--- config.mk ---
export PLATFORM = sky130hd
export DESIGN_NAME = psram_arbiter
export DESIGN_NICKNAME = d
export VERILOG_FILES = /design/src/rtl/psram_arb_pkg.sv /design/src/rtl/psram_arbiter_rr_pick2.sv /design/src/rtl/psram_arbiter.sv
export SDC_FILE = /design/constraint.sdc
export NUM_CORES = 1
export LEC_CHECK = 0
export CAP_MARGIN = 40
export CORE_MARGIN = 2
export CORE_UTILIZATION = 44
export DETAILED_ROUTE_END_ITERATION = 10
export GPL_ROUTABILITY_DRIVEN = 0
export PLACE_DENSITY = 0.86
export SETUP_SLACK_MARGIN = 0.15
export SKIP_CTS_REPAIR_TIMING = 1
export SYNTH_ARGS = -nofsm -noshare
export SYNTH_HDL_FRONTEND = slang
export SYNTH_SLANG_ARGS = --single-unit
--- constraint.sdc ---
create_clock -name clock -period 3 [get_ports clock]
set_clock_uncertainty 0.15 [all_clocks]
set_input_delay 0.6 -clock clock [delete_from_list [all_inputs] [get_ports clock]]
set_output_delay 0.6 -clock clock [all_outputs]
set_load 0.05 [all_outputs]
--- src/rtl/psram_arb_pkg.sv ---
// Shared types and constants for the two-port PSRAM arbiter.
// State encoding, port IDs and timeout default.
package psram_arb_pkg;

  typedef enum logic [2:0] {
    S_IDLE,
    S_ISSUE,
    S_WAIT_HI,
    S_WAIT_LO,
    S_ACK
  } state_t;

  localparam logic PORT_A = 1'b0;
  localparam logic PORT_B = 1'b1;

  localparam int BUSY_TIMEOUT_DEF = 4;

endpackage

--- src/rtl/psram_arbiter_rr_pick2.sv ---
// Two-way round-robin pick: on a tie the port not granted last wins.
// Purely combinational; the caller owns the last-grant register.
module rr_pick2
  import psram_arb_pkg::*;
(
  input  logic a_req_i,
  input  logic b_req_i,
  input  logic last_i,
  output logic grant_o,
  output logic valid_o
);

  always_comb begin
    valid_o = a_req_i | b_req_i;
    grant_o = PORT_A;
    if (a_req_i && b_req_i)
      grant_o = (last_i == PORT_A) ? PORT_B : PORT_A;
    else if (b_req_i)
      grant_o = PORT_B;
  end

endmodule

--- src/rtl/psram_arbiter.sv ---
// Shares one PsramController between ports A and B, one byte
// command per request, following the controller busy handshake.
module psram_arbiter
  import psram_arb_pkg::*;
#(
  parameter int ADDR_WIDTH   = 22,
  parameter int BUSY_TIMEOUT = BUSY_TIMEOUT_DEF
) (
  input  logic                  clock,
  input  logic                  reset,
  input  logic                  a_req,
  input  logic                  a_we,
  input  logic [ADDR_WIDTH-1:0] a_addr,
  input  logic [7:0]            a_wdata,
  output logic                  a_ack,
  output logic [7:0]            a_rdata,
  input  logic                  b_req,
  input  logic                  b_we,
  input  logic [ADDR_WIDTH-1:0] b_addr,
  input  logic [7:0]            b_wdata,
  output logic                  b_ack,
  output logic [7:0]            b_rdata,
  output logic                  mem_read,
  output logic                  mem_write,
  output logic                  mem_byte_write,
  output logic [ADDR_WIDTH-1:0] mem_addr,
  output logic [15:0]           mem_din,
  input  logic [15:0]           mem_dout,
  input  logic                  mem_busy,
  output logic                  timeout_err
);

  localparam int CW = $clog2(BUSY_TIMEOUT + 1);

  state_t state_q, state_d;
  logic            last_q, last_d;
  logic            gnt_q, gnt_d;
  logic            we_q, we_d;
  logic [ADDR_WIDTH-1:0] addr_q, addr_d;
  logic [15:0]     din_q, din_d;
  logic [CW-1:0]   cnt_q, cnt_d;
  logic            err_q, err_d;
  logic [7:0]      rda_q, rda_d;
  logic [7:0]      rdb_q, rdb_d;
  logic            rd_q, rd_d;
  logic            wr_q, wr_d;
  logic            acka_q, acka_d;
  logic            ackb_q, ackb_d;

  logic pick_gnt, pick_vld;
  logic grant, tmo_hit, cap;
  logic [7:0] rsel;

  rr_pick2 u_pick (
    .a_req_i (a_req),
    .b_req_i (b_req),
    .last_i  (last_q),
    .grant_o (pick_gnt),
    .valid_o (pick_vld)
  );

  // Busy gating in IDLE also drains power-up init and reset leftovers
  assign grant   = (state_q == S_IDLE) && pick_vld && !mem_busy;
  assign tmo_hit = (cnt_q == CW'(BUSY_TIMEOUT - 1));
  assign cap     = (state_q == S_WAIT_LO) && !mem_busy && !we_q;
  assign rsel    = addr_q[0] ? mem_dout[15:8] : mem_dout[7:0];

  always_ff @(posedge clock) begin
    if (reset) begin
      state_q <= S_IDLE;
      last_q  <= PORT_B;
      gnt_q   <= PORT_A;
      we_q    <= 1'b0;
      addr_q  <= '0;
      din_q   <= '0;
      cnt_q   <= '0;
      err_q   <= 1'b0;
      rda_q   <= '0;
      rdb_q   <= '0;
      rd_q    <= 1'b0;
      wr_q    <= 1'b0;
      acka_q  <= 1'b0;
      ackb_q  <= 1'b0;
    end else begin
      state_q <= state_d;
      last_q  <= last_d;
      gnt_q   <= gnt_d;
      we_q    <= we_d;
      addr_q  <= addr_d;
      din_q   <= din_d;
      cnt_q   <= cnt_d;
      err_q   <= err_d;
      rda_q   <= rda_d;
      rdb_q   <= rdb_d;
      rd_q    <= rd_d;
      wr_q    <= wr_d;
      acka_q  <= acka_d;
      ackb_q  <= ackb_d;
    end
  end

  always_comb begin
    state_d = state_q;
    unique case (state_q)
      S_IDLE:    if (grant) state_d = S_ISSUE;
      S_ISSUE:   state_d = S_WAIT_HI;
      S_WAIT_HI: begin
        if (mem_busy)     state_d = S_WAIT_LO;
        else if (tmo_hit) state_d = S_ACK;
      end
      S_WAIT_LO: if (!mem_busy) state_d = S_ACK;
      S_ACK:     state_d = S_IDLE;
      default:   state_d = S_IDLE;
    endcase
  end

  always_comb begin
    last_d = last_q;
    gnt_d  = gnt_q;
    we_d   = we_q;
    addr_d = addr_q;
    din_d  = din_q;
    if (grant) begin
      last_d = pick_gnt;
      gnt_d  = pick_gnt;
      we_d   = (pick_gnt == PORT_B) ? b_we : a_we;
      addr_d = (pick_gnt == PORT_B) ? b_addr : a_addr;
      din_d  = (pick_gnt == PORT_B) ? {b_wdata, b_wdata}
                                    : {a_wdata, a_wdata};
    end
    cnt_d = cnt_q;
    if (state_q == S_ISSUE)
      cnt_d = '0;
    else if (state_q == S_WAIT_HI)
      cnt_d = cnt_q + 1'b1;
    err_d = err_q;
    if (state_q == S_WAIT_HI && !mem_busy && tmo_hit)
      err_d = 1'b1;
    rda_d = (cap && gnt_q == PORT_A) ? rsel : rda_q;
    rdb_d = (cap && gnt_q == PORT_B) ? rsel : rdb_q;
    rd_d   = (state_d == S_ISSUE) && !we_d;
    wr_d   = (state_d == S_ISSUE) && we_d;
    acka_d = (state_d == S_ACK) && (gnt_d == PORT_A);
    ackb_d = (state_d == S_ACK) && (gnt_d == PORT_B);
  end

  assign mem_read       = rd_q;
  assign mem_write      = wr_q;
  assign mem_byte_write = wr_q;
  assign mem_addr       = addr_q;
  assign mem_din        = din_q;
  assign a_ack          = acka_q;
  assign b_ack          = ackb_q;
  assign a_rdata        = rda_q;
  assign b_rdata        = rdb_q;
  assign timeout_err    = err_q;

endmodule

# Word level (Yosys, flattened, before mapping)

Index checks and enable logic that the tools add are counted.

Muxes and demuxes: 14
Equality and inequality tests: 6
Add/sub/neg operators: 1
Reduce and logical (&&, ||, !) cells: 18
Bitwise gates (word level): 3

Operators with widths:

| operator                                                         | count |
|---|---|
| 22-bit two-way mux                                               | 1 |
| 16-bit two-way mux                                               | 1 |
| 1-bit logical AND                                                | 13 |
| 3-bit two-way mux                                                | 4 |
| 3-bit one-hot mux with 4 select lines                            | 1 |
| 3-bit by 2-bit == test with 1-bit output (second input constant) | 3 |
| 8-bit two-way mux                                                | 1 |
| 3-bit by 1-bit == test with 1-bit output (second input constant) | 2 |
| 1-bit two-way mux                                                | 6 |
| 3-bit by 1-bit adder with 3-bit output (second input constant)   | 1 |
| 3-bit == test (second input constant)                            | 1 |
| 1-bit zero test                                                  | 3 |
| 3-bit zero test                                                  | 1 |
| 1-bit NOT                                                        | 2 |
| 2-bit OR reduction                                               | 1 |
| 1-bit OR                                                         | 1 |

Output and inout port bits: 60
Bits in registers: 68
Word-level logic and storage cells: 56

# Logic depth before layout (Yosys ltp)

Gate-level depths: netlist (run 1).

Depth in word-level cells: 7
Mapped depth: 5

# Hierarchy

From an unflattened synthesis (run 1), not the netlist that was laid out.

Cells, all modules: 282
Area, all modules: 2826.5 µm²

By module, submodules not included:

| module        | seq. area each (µm²) | cells each | times used | area each (µm²) |
|---|---|---|---|---|
| psram_arbiter | 1201.2               | 280        | 1          | 2812.7 |
| rr_pick2      | 0.0                  | 2          | 1          | 13.8 |

# Worst setup path before layout (run 1)

No wires, ideal clock.

Path type: flip-flop to output port
Start: register din_q[10] (netlist: mem_din[10])
End: output port mem_din[10]
Cell stages (with the launch flop): 2
Arrival time: 914 ps
Path slack: 1336 ps
Buffers on the path: 1
Path through: dfxtp_1 buf_4

RTL lines:

| what                     | line                | text |
|---|---|---|
| start: declaration       | psram_arbiter.sv:40 | `logic [15:0] din_q, din_d;` |
| start signal: assignment | psram_arbiter.sv:90 | `din_q <= din_d;` |
| end: declaration         | psram_arbiter.sv:27 | `output logic [15:0] mem_din,` |

No word-level cell between the ends.

# Final worst setup path (run 1)

Start: register din_q[12] (netlist: mem_din[12])
End: output port mem_din[12]

No word-level cell between the ends.

==> impl_metrics.sql, run 1 <==
INSERT INTO impl_metrics (metric_group, metric, value, unit) VALUES
('floorplanning', 'starting_density_of_the_core', '46.09', '%'),
('logic_synthesis', 'synthesis.instances', '320', ''),
('finish', 'post_route_cells_drive_above_1_share', '11.83', '%'),
('setup_path', 'launching_point_of_the_worst_reg2reg_path', 'state_q[1]', ''),
('drt', 'dr.pass1.iters', '4', ''),
('clock_tree', 'clkTransAtPathRegs', '0.07', 'ns'),
('setup_path', 'timing.critical_path.slowest_stage_cell', 'sky130_fd_sc_hd__clkdlybuf4s50_1', ''),
('logic_synthesis', 'number_of_enable_flip_flop_cells_after_synthesis', '0', ''),
('setup_path', 'critical_path_required', '2.25', 'ns'),
('clock_tree', 'cts_tree', 'yes', ''),
('clock_tree', 'tritoncts.num_buffers', '9', ''),
('floorplanning', 'std_cell_rows', '29', ''),
('floorplanning', 'die_area', '7439', 'um2'),
('sta', 'fmaxAchievable', '439.4', 'MHz'),
('drt', 'postRouteAntennaNets', '0', ''),
('drt', 'via_count', '2744', ''),
('finish', 'multi_input_comb_area', '1501', 'um2'),
('sta', 'rsz0062_at_grt', 'false', ''),
('clock_tree', 'latest_clock_arrival_within_the_worst_skew_pair', '0.33', 'ns'),
('sta', 'timing.setup.tns', '0', 'ns'),
('drt', 'routed_wirelength', '8.348', 'mm'),
('global_routing', 'grt_pass1_wl', '13.16', 'mm'),
('drt', 'routed_wl_per_cell', '15.90', 'um'),
('placed_design', 'dp_hpwl', '6.006', 'mm'),
('sta', 'hold-worst-slack', '0.3171', 'ns'),
('floorplanning', 'io_pins', '143', ''),
('logic_synthesis', 'netlist_area', '2977', 'um2'),
('finish', 'n_antenna_cell', '0', ''),
('sta', 'relSlewSlack', '51.24', '%'),
('floorplanning', 'die_y', '86.25', 'um'),
('global_routing', 'initial_antenna_violation_count', '0', ''),
('clock_tree', 'cts.root.buffer_cell', 'sky130_fd_sc_hd__clkbuf_8', ''),
('setup_path', 'setup.worst_path.class', 'flop to output port', ''),
('sta', 'slew_viol_final', '0', ''),
('run_status', 'outcome', 'complete, no violations', ''),
('sta', 'layout_min_cycle_time', '2.276', 'ns'),
('logic_synthesis', 'post_synth.cell_area_avg', '9.302', 'um2'),
('finish', 'layout-area-overhead-vs-synth', '50.53', '%'),
('drt', 'dr_drc_count', '0', ''),
('global_routing', 'grt-ovfl-total', '0', ''),
('logic_synthesis', 'post_synth_num_cell_types', '40', ''),
('finish', 'layout_commonest_cell', 'sky130_fd_sc_hd__clkdlybuf4s50_1', ''),
('logic_synthesis', 'ys_dominant_reg_cell', 'sky130_fd_sc_hd__dfxtp_1', ''),
('sta', 'max_slew.worst_pin.slew', '0.7314', 'ns'),
('global_routing', 'global_route.usage.total', '22.65', '%'),
('floorplanning', 'chipWidth', '86.25', 'um'),
('placed_design', 'dp_slack', '0.5005', 'ns'),
('finish', 'final_cell_mix', 'sky130_fd_sc_hd__clkdlybuf4s50_1, sky130_fd_sc_hd__nand2_1, sky130_fd_sc_hd__dfxtp_1', ''),
('logic_synthesis', 'synth_async_sr_flop_share', '0', '%'),
('logic_synthesis', 'synth_fp_nets', '405', ''),
('pwr', 'post-layout-total-power', '2232', 'uW'),
('sta', 'hold_viol', '0', ''),
('finish', 'final-seq-area', '1201', 'um2'),
('setup_path', 'critPathTopFamily', 'buffers and inverters', ''),
('clock_tree', 'cts_max_level', '3', ''),
('setup_path', 'crit_buf_inv', '1', ''),
('setup_path', 'timing.critical_path.from', 'mem_din[12]', ''),
('finish', 'finish.net_count', '528', ''),
('global_routing', 'maximum_number_of_pins_on_one_net_before_global_route_repair', '43', ''),
('floorplanning', 'placeableCoreArea', '6459', 'um2'),
('hold_path', 'min_path_type', 'flop to flop', ''),
('pwr', 'irDropWorstVdd', '308.6', 'uV'),
('drt', 'initialDrtViolationCount', '95', ''),
('finish', 'fill_cells', '536', ''),
('pwr', 'power.static_leakage', '0.001738', 'uW'),
('setup_path', 'cp_slowest_stage_delay', '0.83', 'ns'),
('setup_path', 'worstPathArrival', '1.53', 'ns'),
('setup_path', 'critPathMaxFanout', '3', ''),
('pwr', 'power_per_cell_area', '498.2', 'nW/um2'),
('clock_tree', 'clock_tree.buffer_depth', '2', ''),
('global_routing', 'grt_pass1_vias', '2818', '');
==> cell usage after synthesis, types with 2 or more instances <==
library cell | instances | area [um2]
sky130_fd_sc_hd__ha_1 | 2 | 25.02
sky130_fd_sc_hd__clkbuf_1 | 6 | 22.52
sky130_fd_sc_hd__nor2_1 | 3 | 11.26
sky130_fd_sc_hd__mux2i_1 | 26 | 260.3
sky130_fd_sc_hd__a311oi_1 | 18 | 157.7
sky130_fd_sc_hd__buf_4 | 12 | 90.09
sky130_fd_sc_hd__o21bai_1 | 3 | 22.52
sky130_fd_sc_hd__nor3_1 | 3 | 15.01
sky130_fd_sc_hd__buf_2 | 11 | 55.05
sky130_fd_sc_hd__nand3b_1 | 2 | 15.01
sky130_fd_sc_hd__nand2_1 | 64 | 240.2
sky130_fd_sc_hd__nand2b_1 | 17 | 106.4
sky130_fd_sc_hd__or2_2 | 8 | 50.05
sky130_fd_sc_hd__a21o_1 | 2 | 15.01
sky130_fd_sc_hd__inv_1 | 3 | 11.26
sky130_fd_sc_hd__nor2b_1 | 2 | 12.51
sky130_fd_sc_hd__a21oi_1 | 36 | 180.2
sky130_fd_sc_hd__buf_6 | 8 | 90.09
sky130_fd_sc_hd__dfxtp_1 | 60 | 1201
sky130_fd_sc_hd__a311oi_2 | 12 | 180.2
sky130_fd_sc_hd__nor3b_1 | 3 | 22.52
==> through the flow <==
| stage | std cells | utilization (%) | area, um2 |
|---|---|---|---|
| 2_1_floorplan | 320 | - | 2977 |
| 3_3_place_gp | 509 | 66.56 | 4299 |
| 3_5_place_dp | 509 | 66.56 | 4299 |
| 4_1_cts | 525 | 69.37 | 4481 |
| 5_1_grt | 525 | 69.37 | 4481 |
| 6_report | 525 | 69.37 | 4481 |
==> where the power goes <==
| part | switching [uW] | internal, uW | total (uW) |
|---|---|---|---|
| combinational | 389 | 288 | 677 |
| sequential | 38.4 | 849 | 887 |
| clock | 300 | 368 | 668 |
| total | 728 | 1500 | 2230 |
==> state kept, by name (all words and copies together), names as in the netlist <==
name	count
mem_addr	22
a_rdata	8
b_rdata	8
mem_din	8
cnt_q	3
state_q	3
a_ack	1
b_ack	1
gnt_q	1
last_q	1
mem_byte_write	1
mem_read	1
timeout_err	1
we_q	1
==> final timing paths <==
kind                                    end  slack, ns  cells after the start
worst max-delay path            mem_din[12]       0.72                      1
worst min-delay path               cnt_q[2]       0.32                      2
worst min register to register     cnt_q[2]       0.32                      2
worst max register to register  mem_addr[9]       1.10                      4
==> per-layer routing <==
layer	vias to the layer above	share of wire, %	GRT usage [%]
li1	1369	-	-
met1	1263	40	25.03
met2	106	51	41.30
met3	6	7.9	6.190
met4	0	0.98	8.523
met5	-	0	0
==> kinds of logic after synthesis <==
logic type	after synthesis	share of synthesized area, %
and+or+nand+nor	111	19.50
AOI/OAI and AO/OA	80	21.35
DFF	60	40.35
buffers and inverters	41	9.205
muxes	26	8.743
adders and majority gates	2	0.8406
==> layout make-up <==
cell class / count / area share, %
sequential: 60 / 26.81
timing repair buffer: 150 / 33.23
multi-input combinational: 219 / 33.51
clock inverter: 1 / 0.1117
inverter: 3 / 0.2513
clock buffer: 15 / 3.937
tap: 77 / 2.150
(Power assumes the default switching activity.)
==> run 2: changes to the inputs <==
Settings changed: CORE_UTILIZATION 44 to 41, PLACE_DENSITY 0.86 to 0.81.
Clock period 3 ns to 2.1 ns, I/O delays scaled along.
==> run 2 against run 1 <==
Total power is 55% higher. Non-clock buffer count is 5 higher. Sequential share of layout area is 1.8 points lower. Highest routed layer unchanged.
==> impl_metrics.sql, run 2 (synthesized netlist as in run 1, its figures left out) <==
INSERT INTO impl_metrics (metric_group, metric, value, unit) VALUES
('run_status', 'outcome', 'complete, no violations', ''),
('drt', 'dr.pass1.iters', '4', ''),
('setup_path', 'timing.critical_path.slowest_stage_cell', 'sky130_fd_sc_hd__dfxtp_1', ''),
('sta', 'rsz0062_at_grt', 'false', ''),
('finish', 'fill_cells', '581', ''),
('drt', 'via_count', '2821', ''),
('finish', 'final_cell_mix', 'sky130_fd_sc_hd__clkdlybuf4s50_1, sky130_fd_sc_hd__nand2_1, sky130_fd_sc_hd__dfxtp_1', ''),
('finish', 'final_cell_count_no_fill', '552', ''),
('finish', 'final-seq-area', '1201', 'um2'),
('global_routing', 'global_route.usage.total', '20.13', '%'),
('pwr', 'irDropWorstVdd', '420.8', 'uV'),
('finish', 'final_non_filler_cell_area', '4800', 'um2'),
('setup_path', 'timing.critical_path.to_type', 'output port', ''),
('floorplanning', 'die_area', '7958', 'um2'),
('sta', 'timing.final.crit_share', '86.91', '%'),
('clock_tree', 'cts.root.buffer_cell', 'sky130_fd_sc_hd__clkbuf_8', ''),
('floorplanning', 'starting_density_of_the_core', '41.71', '%'),
('setup_path', 'critPathMaxFanout', '10', ''),
('finish', 'largest_register_ffs', '22', ''),
('placed_design', 'port_buffers', '142', ''),
('setup_path', 'critPathTopFamily', 'flip-flops', ''),
('finish', 'finish.net_count', '533', ''),
('drt', 'initialDrtViolationCount', '67', ''),
('global_routing', 'initial_antenna_violation_count', '0', ''),
('setup_path', 'crit_buf_inv', '1', ''),
('hold_path', 'min_path_type', 'flop to flop', ''),
('setup_path', 'cp_slowest_stage_delay', '0.71', 'ns'),
('finish', 'layout_commonest_cell', 'sky130_fd_sc_hd__clkdlybuf4s50_1', ''),
('setup_path', 'crit_path_cell_trace', 'buf_12', ''),
('setup_path', 'setup.worst_path.class', 'flop to output port', ''),
('floorplanning', 'std_cell_rows', '31', ''),
('pwr', 'post-layout-total-power', '3456', 'uW'),
('placed_design', 'detailed_place.area', '4427', 'um2'),
('finish', 'n_antenna_cell', '0', ''),
('clock_tree', 'clkTransAtPathRegs', '0.07', 'ns'),
('floorplanning', 'placeableCoreArea', '7137', 'um2'),
('drt', 'routed_wirelength', '8.221', 'mm'),
('finish', 'multi_input_comb_area', '1501', 'um2'),
('clock_tree', 'cts_sinks', '60', ''),
('drt', 'post_drt_via_cell_ratio', '5.111', ''),
('setup_path', 'critical_path_required', '1.53', 'ns'),
('setup_path', 'worstPathArrival', '1.26', 'ns'),
('run', 'maxCapViolCount', '0', ''),
('drt', 'postRouteAntennaNets', '0', ''),
('clock_tree', 'cts_max_level', '3', ''),
('finish', 'post_route_cells_drive_above_1_share', '14.57', '%'),
('drt', 'routed_wl_per_cell', '14.89', 'um'),
('floorplanning', 'chipWidth', '89.21', 'um'),
('sta', 'finalSetupViolCount', '0', ''),
('global_routing', 'grt_pass1_wl', '12.39', 'mm'),
('clock_tree', 'clock_tree.buffer_depth', '2', ''),
('drt', 'dr_drc_count', '0', ''),
('sta', 'relSlewSlack', '59.23', '%'),
('global_routing', 'grt-ovfl-total', '0', ''),
('sta', 'layout_min_cycle_time', '1.825', 'ns'),
('floorplanning', 'die_y', '89.21', 'um'),
('placed_design', 'dp.cells', '536', ''),
('sta', 'slew_viol_final', '0', ''),
('placed_design', 'dp_hpwl', '6.024', 'mm'),
('global_routing', 'grt_pass1_vias', '2760', ''),
('sta', 'hold_viol', '0', ''),
('global_routing', 'maximum_number_of_pins_on_one_net_before_global_route_repair', '29', ''),
('pwr', 'power_per_cell_area', '720.1', 'nW/um2'),
('floorplanning', 'io_pins', '143', ''),
('clock_tree', 'latest_clock_arrival_within_the_worst_skew_pair', '0.33', 'ns'),
('pwr', 'power.static_leakage', '0.002748', 'uW'),
('sta', 'fmaxAchievable', '547.9', 'MHz'),
('sta', 'timing.setup.tns', '0', 'ns'),
('sta', 'max_slew.worst_pin.slew', '0.6108', 'ns'),
('setup_path', 'worstSetupStartpointType', 'flop', ''),
('clock_tree', 'cts_tree', 'yes', ''),
('finish', 'layout-area-overhead-vs-synth', '61.24', '%'),
('clock_tree', 'tritoncts.num_buffers', '9', '');
-- run 2: worst paths after layout --
check | start | to | slack, ns | cells after the start
setup / recovery | mem_addr[0] | mem_addr[0] | 0.27 | 1
hold / removal | a_rdata[1] | a_rdata[1] | 0.32 | 2
setup reg to reg | cnt_q[0] | a_ack | 0.34 | 5
hold reg to reg | a_rdata[1] | a_rdata[1] | 0.32 | 2
-- run 2: per-layer routing --
layer	routed length (um)	share of wire (%)	global-route usage [%]
met1	3308	40	21.90
met3	585	7.1	5.540
met5	0	0	0
met2	4248	52	36.43
met4	78	0.95	8.684
-- run 2: report_power, final --
part	switching (uW)	internal, uW	leakage (uW)
clock network	435	761	0.000122
logic	554	434	0.00213
registers	59.7	1210	0.000491
-- run 2: cell type report --
type	instances	share of cell area (%)
inverter	3	0.2346
tap	99	2.581
multi-input combinational	219	31.28
clock inverter	4	1.460
clock buffer	12	3.441
sequential	60	25.03
timing repair buffer	155	35.98
-- run 2: through the flow --
| stage | worst slack (ns) | hold WS [ns] | utilization [%] |
|---|---|---|---|
| final | 0.2749 | 0.3178 | 67.25 |
| after global routing | 0.1981 | 0.3414 | 67.25 |
| after CTS | -0.004451 | 0.3270 | 65.32 |
| after detailed placement | -0.01319 | 0.3154 | 62.03 |
| after global placement | 0.03377 | 0.3017 | 62.03 |
| after floorplan | 0.5197 | 0.2948 | - |
